`src/rtl/fp_mul_sequencer.sv`:
```
// Sequences one FP multiply: captures a request, feeds A then B to the multiplier core,
// collects the product and presents it to the register-file writeback port with sticky flags.
module fp_mul_sequencer #(
  parameter int TIMEOUT_CYCLES = 64,
  parameter int CNT_W          = 7
) (
  input  logic        clk,
  input  logic        reset,
  input  logic        req_valid,
  output logic        req_ready,
  input  logic [31:0] req_a,
  input  logic [31:0] req_b,
  input  logic [4:0]  req_rd,
  output logic [31:0] mul_a,
  output logic        mul_a_stb,
  input  logic        mul_a_ack,
  output logic [31:0] mul_b,
  output logic        mul_b_stb,
  input  logic        mul_b_ack,
  input  logic [31:0] mul_z,
  input  logic        mul_z_stb,
  output logic        mul_z_ack,
  output logic        wb_valid,
  input  logic        wb_ready,
  output logic [4:0]  wb_rd,
  output logic [31:0] wb_data,
  output logic [4:0]  fflags,
  input  logic        fflags_clr,
  output logic        err_timeout
);

  localparam logic [2:0] S_IDLE   = 3'd0;
  localparam logic [2:0] S_SEND_A = 3'd1;
  localparam logic [2:0] S_SEND_B = 3'd2;
  localparam logic [2:0] S_WAIT_Z = 3'd3;
  localparam logic [2:0] S_WB     = 3'd4;
  localparam logic [2:0] S_HALT   = 3'd5;

  localparam logic [CNT_W-1:0] CNT_LAST = CNT_W'(TIMEOUT_CYCLES - 1);

  logic [2:0]       state;
  logic [CNT_W-1:0] cnt;
  logic [4:0]       rd_q;
  logic [4:0]       new_flags;
  logic             cap;

  function automatic logic is_nan(input logic [31:0] x);
    return (x[30:23] == 8'hFF) && (x[22:0] != 23'd0);
  endfunction

  // Handshake outputs are pure state decodes, so no input reaches an output combinationally.
  assign req_ready = (state == S_IDLE);
  assign mul_a_stb = (state == S_SEND_A);
  assign mul_b_stb = (state == S_SEND_B);
  assign mul_z_ack = (state == S_WAIT_Z);
  assign wb_valid  = (state == S_WB);

  assign cap = (state == S_WAIT_Z) && mul_z_stb;

  always_comb begin
    new_flags    = 5'd0;
    new_flags[4] = is_nan(mul_z) && !is_nan(mul_a) && !is_nan(mul_b);
    new_flags[2] = (mul_z[30:23] == 8'hFF) && (mul_z[22:0] == 23'd0) &&
                   (mul_a[30:23] != 8'hFF) && (mul_b[30:23] != 8'hFF);
    new_flags[1] = (mul_z[30:23] == 8'h00) && (mul_z[22:0] != 23'd0);
  end

  always_ff @(posedge clk) begin
    if (reset) begin
      state       <= S_IDLE;
      cnt         <= '0;
      rd_q        <= '0;
      mul_a       <= '0;
      mul_b       <= '0;
      wb_rd       <= '0;
      wb_data     <= '0;
      fflags      <= '0;
      err_timeout <= 1'b0;
    end else begin
      case (state)
        S_IDLE: if (req_valid) begin
          mul_a <= req_a;
          mul_b <= req_b;
          rd_q  <= req_rd;
          state <= S_SEND_A;
        end
        S_SEND_A: if (mul_a_ack) state <= S_SEND_B;
        S_SEND_B: if (mul_b_ack) begin
          cnt   <= '0;
          state <= S_WAIT_Z;
        end
        // A product arriving on the last watchdog cycle still wins.
        S_WAIT_Z: if (mul_z_stb) begin
          wb_data <= mul_z;
          wb_rd   <= rd_q;
          state   <= S_WB;
        end else if (cnt == CNT_LAST) begin
          err_timeout <= 1'b1;
          state       <= S_HALT;
        end else begin
          cnt <= cnt + 1'b1;
        end
        S_WB:    if (wb_ready) state <= S_IDLE;
        S_HALT:  state <= S_HALT;
        default: state <= S_IDLE;
      endcase

      if (cap)             fflags <= (fflags_clr ? 5'd0 : fflags) | new_flags;
      else if (fflags_clr) fflags <= 5'd0;
    end
  end

endmodule

```
`config.mk`:
```
export PLATFORM = sky130hd
export DESIGN_NAME = fp_mul_sequencer
export DESIGN_NICKNAME = d
export VERILOG_FILES = /design/src/rtl/fp_mul_sequencer.sv
export SDC_FILE = /design/constraint.sdc
export NUM_CORES = 1
export LEC_CHECK = 0
export CORE_ASPECT_RATIO = 0.8
export CORE_MARGIN = 2
export CORE_UTILIZATION = 35
export DETAILED_ROUTE_END_ITERATION = 16
export PLACE_DENSITY = 0.74
export SLEW_MARGIN = 20
export SYNTH_ARGS = -nofsm -noshare
export SYNTH_HDL_FRONTEND = slang
export SYNTH_SLANG_ARGS = --single-unit
```
`constraint.sdc`:
```
create_clock -name clk -period 1.9 [get_ports clk]
set_clock_uncertainty 0.2 [all_clocks]
set_input_delay 0.38 -clock clk [delete_from_list [all_inputs] [get_ports clk]]
set_output_delay 0.38 -clock clk [all_outputs]
set_load 0.02 [all_outputs]
```
Word-level counts from Yosys, hierarchy flattened
Cells that the tools add are included.

storage, ports and cells
  latch bits = 0
  word-level logic and storage cells = 67
  memory bits (read-only) = 0
  output and inout port bits = 112
  bits in writable memories = 0
  memories = 0
  register bits = 122
  input bits = 109

operators by class
  add/subtract/negate cells = 1
  $lt $le $gt $ge = 0
  multiply operators = 0
  bitwise logic cells = 2
  reduce and logical (&&, ||, !) cells = 24
  eq/ne operators = 18
  divide/modulo/power cells = 0
  mux-type cells = 13
  shift-type cells = 0

operators with widths
  operator               count
  $reduce_bool A23 Y1    3
  $eq A8 B8 Y1 const B   3
  $logic_not A23 Y1      1
  $mux W7                3
  $mux W3                6
  $pmux W3 S6            1
  $ne A8 B8 Y1 const B   2
  $pmux W7 S2            1
  $logic_and A1 B1 Y1    10
  $mux W5                2
  $logic_not A8 Y1       1
  $add A7 B1 Y7 const B  1
  $eq A7 B6 Y1 const B   1
  $eq A3 B2 Y1 const B   2
  $eq A3 B3 Y1 const B   2
  $ne A2 B1 Y1 const B   3
  $ne A2 B2 Y1 const B   3
  $or A5 B5 Y5           1
  $reduce_and A5 Y1      1
  $reduce_and A2 Y1      2
  $reduce_and A4 Y1      1
  $eq A3 B1 Y1 const B   1
  $logic_not A3 Y1       1
  $ne A3 B2 Y1 const B   1
  4 further kinds        5

Longest topological paths before layout
Gate-level depths: netlist of run 1.

  depth after elaboration = 7
  gate-level depth with buffers = 8

Worst setup path after synthesis of run 1
No wires, ideal clock.

  kind = reg-to-reg
  from = register state[1]
  to = register cnt[5]
  path buffers = 1
  cell stages (with the launch flop) = 7
  arrival = 1.428 ns
  setup slack = 0.154 ns
  setup time = 0.118 ns
  clock period less this slack = 1.746 ns
  data required time = 1.582 ns
  cells stage by stage = dfxtp_1 buf_4 nor3b_2 nand2_2 a211oi_2 xnor2_1 nor2_1

on the way
  longest elaborated chain between the ends = 3
  elaborated cells between the ends (all ways) = 8

RTL lines
  what                                                                 line  RTL
  start, declared                                                      41    logic [2:0] state;
  start signal, assigned                                               70    state <= S_IDLE;
  start signal, assigned                                               85    state <= S_SEND_A;
  start signal, assigned                                               87    S_SEND_A: if (mul_a_ack) state <= S_SEND_B;
  $eq A3 B2 Y1 *                                                       --
  net mul_b_stb                                                        18    output logic mul_b_stb,
  $ne A2 B1 Y1 (no source line) or $reduce_bool A2 Y1 (tied branches)  --
  $reduce_and A4 Y1 (no source line)                                   --
  end signal, assigned                                                 101   cnt <= cnt + 1'b1;
  end, declared                                                        42    logic [CNT_W-1:0] cnt;

Mark *: on every way through the listed nets, which the timed path passes. The rest lies on a longest branch.
A chain may end at the register's enable or synchronous reset.

Worst setup path after layout of run 1
  from = register state[1]
  to = output wb_valid

on the way
  longest elaborated chain between the ends = 1

RTL lines
  what           line  RTL
  $eq A3 B3 Y1   56    assign wb_valid = (state == S_WB);
  end, declared  23    output logic wb_valid,

Every way passes these cells.

==> out/metrics.yaml, run 1 <==
global_routing:
  use_met3_pct: 8.52
  grt_pass1_wl_um: 23400
  antenna_found_initial: 0
  grt_overflow: 0
  use_met1_pct: 23.2
  grt_use_met2_pct: 35.5
  grt_usage_pct: 20.6
  grt_pass1_vias: 4772
  grt_max_degree: 58
  grt-busiest-layer: "met2"
cells_and_area:
  mostFrequentLayoutCell: "nand2_1"
  nFillCells: 1180
  final_cell_mix: "nand2_1 (219), dfxtp_1 (118), a21oi_1 (114), clkdlybuf4s50_1 (107), dlygate4sd2_1 (105)"
  drive_above_1_share_pct: 9.29
  instances_no_fill: 993
  syn_to_final_growth_pct: 60.8
  diodes: 0
  seq_area_sq_mm: 0.00241
  layout.nets: 917
  multi_input_area_sq_mm: 0.00203
  fin_area_sq_mm: 0.00750
timing:
  min_period_ns: 1.85
  fmaxAchievable_mhz: 542
  setup_viol: 0
  rsz0062_at_grt: "yes"
  timing.final.max_slew_violations: 0
  hold_violations: 0
  fin_ws_ns: 0.0547
  whs_ns: 0.195
  fin_crit_sh_pct: 97.1
critical_path:
  critPathCaptureType: "primary output"
  cp_num_buf_inv: 2
  cp_max_fo: 5
  slowest_stage: "dfxtp_1"
  crit_type: "reg2out"
  crit_path_start_kind: "flop"
  cp.arrival_ns: 1.27
  cp_top_family: "flip-flops"
  r2r_setup_slack_ns: 0.07
  required_ns: 1.32
  path_depth: 3
  slowest_delay_ns: 0.34
  path_cells: "buf_4, nor3b_2, buf_4"
  worstRegToRegCells: 7
  critPathMostFrequentCell: "buf_4"
logic_synthesis:
  ys_types: 42
  synth_warnings: 0
  synth_area_sq_mm: 0.00466
  synthFlopType: "dfxtp_1"
  synth-edff-count: 0
  yosys_register_bits: 120
  syn_avg_cell_area_sq_um: 7.93
  synthArstFlopShare_pct: 0
  syn_inst: 588
  ys_seq_area_share_pct: 51.5
status:
  status: "finished clean"
routing:
  drtIter0Drc: 170
  ant_nets: 0
  drt_pass1_iterations: 4
  wl_um: 14700
  wl_per_cell_um: 14.8
  vias: 4794
  drc: 0
  vias_per_cell: 4.83
clock_network:
  htreeDepth: 4
  cts_tree: "done"
  cts.sinks: 120
  clk-insertion-delay-late_ns: 0.39
  ctsHoldBuffers: 0
  cts_inserted_buffers: 17
  clk_path_buf_depth: 2
  root_buffer: "clkbuf_16"
  cts.clk_slew.worst_paths_ns: 0.06
floorplan:
  dieArea_sq_mm: 0.0143
  die_y_um: 107
  start_util_pct: 36.1
  core_area_sq_mm: 0.0129
  rows: 37
  die_w_um: 133
  num_io_pins: 221
hold_path:
  min_delay_path_depth: 2
  hold_path_class: "in2reg"
placement:
  hpwlAfterDp_um: 10800
  dp_cells: 962
  pre_cts_ws_ns: -0.216
  port_buffers: 218
  routabilityCongestion: 0.878
  placed_area_sq_mm: 0.00705
flow_run:
  max_cap_viol_count: 0
power_and_ir_drop:
  leakage_nw: 3.17
  p_per_area_mw_per_mm2: 912
  ir_worst_vdd_v: 0.000582
  p_total_mw: 6.84
## cell type report
| cell class | count | share of cell area (%) |
|---|---|---|
| Tap cell | 175 | 2.92 |
| Clock buffer | 22 | 6.32 |
| Sequential cell | 120 | 32.1 |
| Clock inverter | 8 | 1.30 |
| Inverter | 3 | 0.150 |
| Multi-Input combinational cell | 424 | 27.0 |
| Timing Repair Buffer | 241 | 30.2 |
## what timing repair did
action,4_1_cts,5_1_grt
endpoints found under the setup margin,110,7
buffers inserted,0,1
pin swaps,0,3
resized for setup,129,8
## Yosys cell counts, types with 4 or more instances
| library cell | n | area, sq um |
|---|---|---|
| buf_6 | 7 | 78.8 |
| xnor2_1 | 4 | 35.0 |
| clkbuf_1 | 17 | 63.8 |
| a21oi_1 | 115 | 576 |
| nand2_1 | 220 | 826 |
| buf_4 | 6 | 45.0 |
| nor2_1 | 12 | 45.0 |
| buf_2 | 10 | 50.1 |
| nand4_1 | 9 | 56.3 |
| nor4_1 | 18 | 113 |
| nor3_1 | 4 | 20.0 |
| nand2b_1 | 6 | 37.5 |
| nand3_1 | 4 | 20.0 |
| o21ai_0 | 5 | 25.0 |
| dfxtp_1 | 120 | 2400 |
## final timing paths
check / from / to
min: reset / rd_q[4]
max reg2reg: state[2] / cnt[5]
max: state[1] / wb_valid
min reg2reg: wb_data[15] / wb_data[15]
## through the flow
stage	setup TNS [ns]	util (%)
after floorplan	0	-
after global placement	-0.844	54.6
after global routing	-0.0177	58.1
after detailed placement	-1.34	54.6
final	0	58.1
after CTS	0	57.9
## registers in the layout, summed over array words and instances, names as in the netlist
register,count
cnt,7
state,3
wb_rd,5
wb_data,32
err_timeout,1
mul_a,32
fflags,3
rd_q,5
mul_b,32
## power by group
group / internal [mW] / leakage, nW / switching [mW]
Combinational: 0.473 / 1.92 / 0.527
Clock: 2.01 / 0.274 / 1.10
Sequential: 2.64 / 0.979 / 0.0932
## cells by family after synthesis
kind of cell / count (synthesis) / synth area share, %
other: 1 / 0.0804
adder cells (fa/ha/maj): 1 / 0.268
flip-flops: 120 / 51.5
buffers and inverters: 45 / 5.58
multiplexers: 2 / 0.456
AND/OR/NAND/NOR: 289 / 27.1
XOR/XNOR: 4 / 0.751
AO/OA/AOI/OAI: 126 / 14.3
## routing by layer
layer  part of all wire (%)  routed length [um]  vias up
met5                      0                   0        -
met4                   0.85                 125        0
met3                    9.7                1430       10
met2                     48                7000      185
met1                     42                6150     2206
li1                       -                   -     2393
Note: power is estimated with default switching activity, not from simulation.
==> run 2, diff against run 1 <==
--- a/config.mk
+++ b/config.mk
@@ -7,10 +7,11 @@
 export LEC_CHECK = 0
 export CORE_ASPECT_RATIO = 0.8
 export CORE_MARGIN = 2
-export CORE_UTILIZATION = 35
+export CORE_UTILIZATION = 41
 export DETAILED_ROUTE_END_ITERATION = 16
-export PLACE_DENSITY = 0.74
+export PLACE_DENSITY = 0.8
 export SLEW_MARGIN = 20
 export SYNTH_ARGS = -nofsm -noshare
 export SYNTH_HDL_FRONTEND = slang
 export SYNTH_SLANG_ARGS = --single-unit
+export TNS_END_PERCENT = 20
==> run 2 against run 1 <==
Effect of this change: sequential share of layout area up 0.25 points; critical path depth unchanged; clock power down 1%; core utilization up 9.7 points; routed wire length down 0.96%; register-to-register slack better by 0.02 ns; critical endpoint is now req_ready; largest power group unchanged; highest routed layer unchanged.
==> out/metrics.yaml, run 2 (synthesis results as in run 1) <==
floorplan:
  rows: 34
  core_area_sq_mm: 0.0110
  start_util_pct: 42.5
  die_y_um: 99.4
  die_w_um: 123
  num_io_pins: 221
  dieArea_sq_mm: 0.0123
cells_and_area:
  mostFrequentLayoutCell: "nand2_1"
  final_cell_mix: "nand2_1 (219), dfxtp_1 (118), a21oi_1 (115), clkdlybuf4s50_1 (107), dlygate4sd2_1 (105)"
  syn_to_final_growth_pct: 59.6
  layout.nets: 915
  diodes: 0
  drive_above_1_share_pct: 9.29
  nFillCells: 928
  top_regs: "mul_a x32, mul_b x32, wb_data x32"
critical_path:
  crit_path_start_kind: "flop"
  critPathCaptureType: "primary output"
  cp_max_fo: 4
  worstRegToRegCells: 7
  crit_type: "reg2out"
  crit_path_start: "state[1]"
  r2r_end: "cnt[5]"
  required_ns: 1.32
  worstReg2RegStart: "state[2]"
  cp.arrival_ns: 1.29
  r2r_setup_slack_ns: 0.09
timing:
  timing.final.max_slew_violations: 0
  setup_tns_ns: 0
  rsz0062_at_grt: "yes"
  fin_crit_sh_pct: 98.4
  hold_violations: 0
  setup_viol: 0
  whs_ns: 0.194
  fmaxAchievable_mhz: 535
  min_period_ns: 1.87
hold_path:
  hold_path_class: "in2reg"
  min_to: "err_timeout"
  min_delay_path_depth: 2
  hold_path_startpoint: "reset"
clock_network:
  cts.clk_slew.worst_paths_ns: 0.05
  clk_path_buf_depth: 2
  root_buffer: "clkbuf_16"
  cts_tree: "done"
  cts_inserted_buffers: 17
  cts.sinks: 120
  htreeDepth: 4
  clk-insertion-delay-late_ns: 0.40
global_routing:
  grt_overflow: 0
  grt_max_degree: 60
  grt_pass1_wl_um: 22800
  grt_pass1_vias: 4764
  grt_usage_pct: 23.8
  antenna_found_initial: 0
routing:
  drtIter0Drc: 211
  ant_nets: 0
  vias: 4844
  vias_per_cell: 5.04
  drt_pass1_iterations: 4
  wl_um: 14600
  wl_per_cell_um: 15.1
  drc: 0
power_and_ir_drop:
  p_per_area_mw_per_mm2: 913
  leakage_nw: 3.17
  ir_worst_vdd_v: 0.000648
  p_total_mw: 6.80
flow_run:
  max_cap_viol_count: 0
placement:
  routabilityCongestion: 0.801
  port_buffers: 218
  hpwlAfterDp_um: 10600
status:
  status: "finished clean"
==> run 2: changes by cell type in the layout (fill, tap and decap cells not counted), sizes merged <==
cell / previous run / this run
buf: 29 / 27
clkbuf: 22 / 19
clkinv: 3 / 8
==> run 2: what timing repair did <==
| action | CTS | global route |
|---|---|---|
| endpoints found under the setup margin | 110 | 8 |
| hold endpoints to repair | 0 | 0 |
| setup buffers | 0 | 3 |
| gates resized for setup | 128 | 6 |
| hold buffers | 0 | 0 |
| pin swaps | 0 | 1 |
==> run 2: worst max-delay path, cell delays in order, from the launching register on <==
cell     delay (ns)
dfxtp_1        0.33
buf_4          0.17
nor3_4         0.18
buf_2          0.21
==> run 2: layer usage <==
layer  GRT usage [%]  share of wire, %  vias up
met5               0                 0        -
met1            25.3                38     2263
met3            10.5                10       13
met2            42.5                51      177
met4            6.56              0.83        0
li1                -                 -     2391
==> run 2: through the flow <==
| stage | cell area (sq um) | instances | setup WS, ns | utilization [%] |
|---|---|---|---|---|
| after global routing | 7440 | 962 | -0.00677 | 67.8 |
| final | 7440 | 962 | 0.0312 | 67.8 |
| after detailed placement | 6980 | 927 | -0.306 | 63.6 |
| after CTS | 7410 | 959 | 0.00619 | 67.5 |
| after global placement | 6980 | 927 | -0.218 | 63.6 |
| after floorplan | 4670 | 589 | 0.154 | - |
==> run 2: layout make-up <==
class                   instances  area, sq um  area share (%)
clock buffers                  19          443            5.95
clock inverters                13          130            1.75
inverters                       3         11.3           0.151
multi-input cells             424         2030            27.2
flip-flops and latches        120         2410            32.4
well taps                     144          180            2.42
repair buffers                239         2240            30.1
==> run 2: how the worst max path moves through the flow <==
stage / to
finish: req_ready
global route: cnt[6]
CTS: mul_a_stb
detailed placement: fflags[4]
global placement: fflags[4]
floorplan: cnt[5]
==> run 2: report_power, final <==
group	switching (mW)	internal, mW
Sequential	0.0922	2.64
Combinational	0.529	0.467
Clock	1.12	1.95
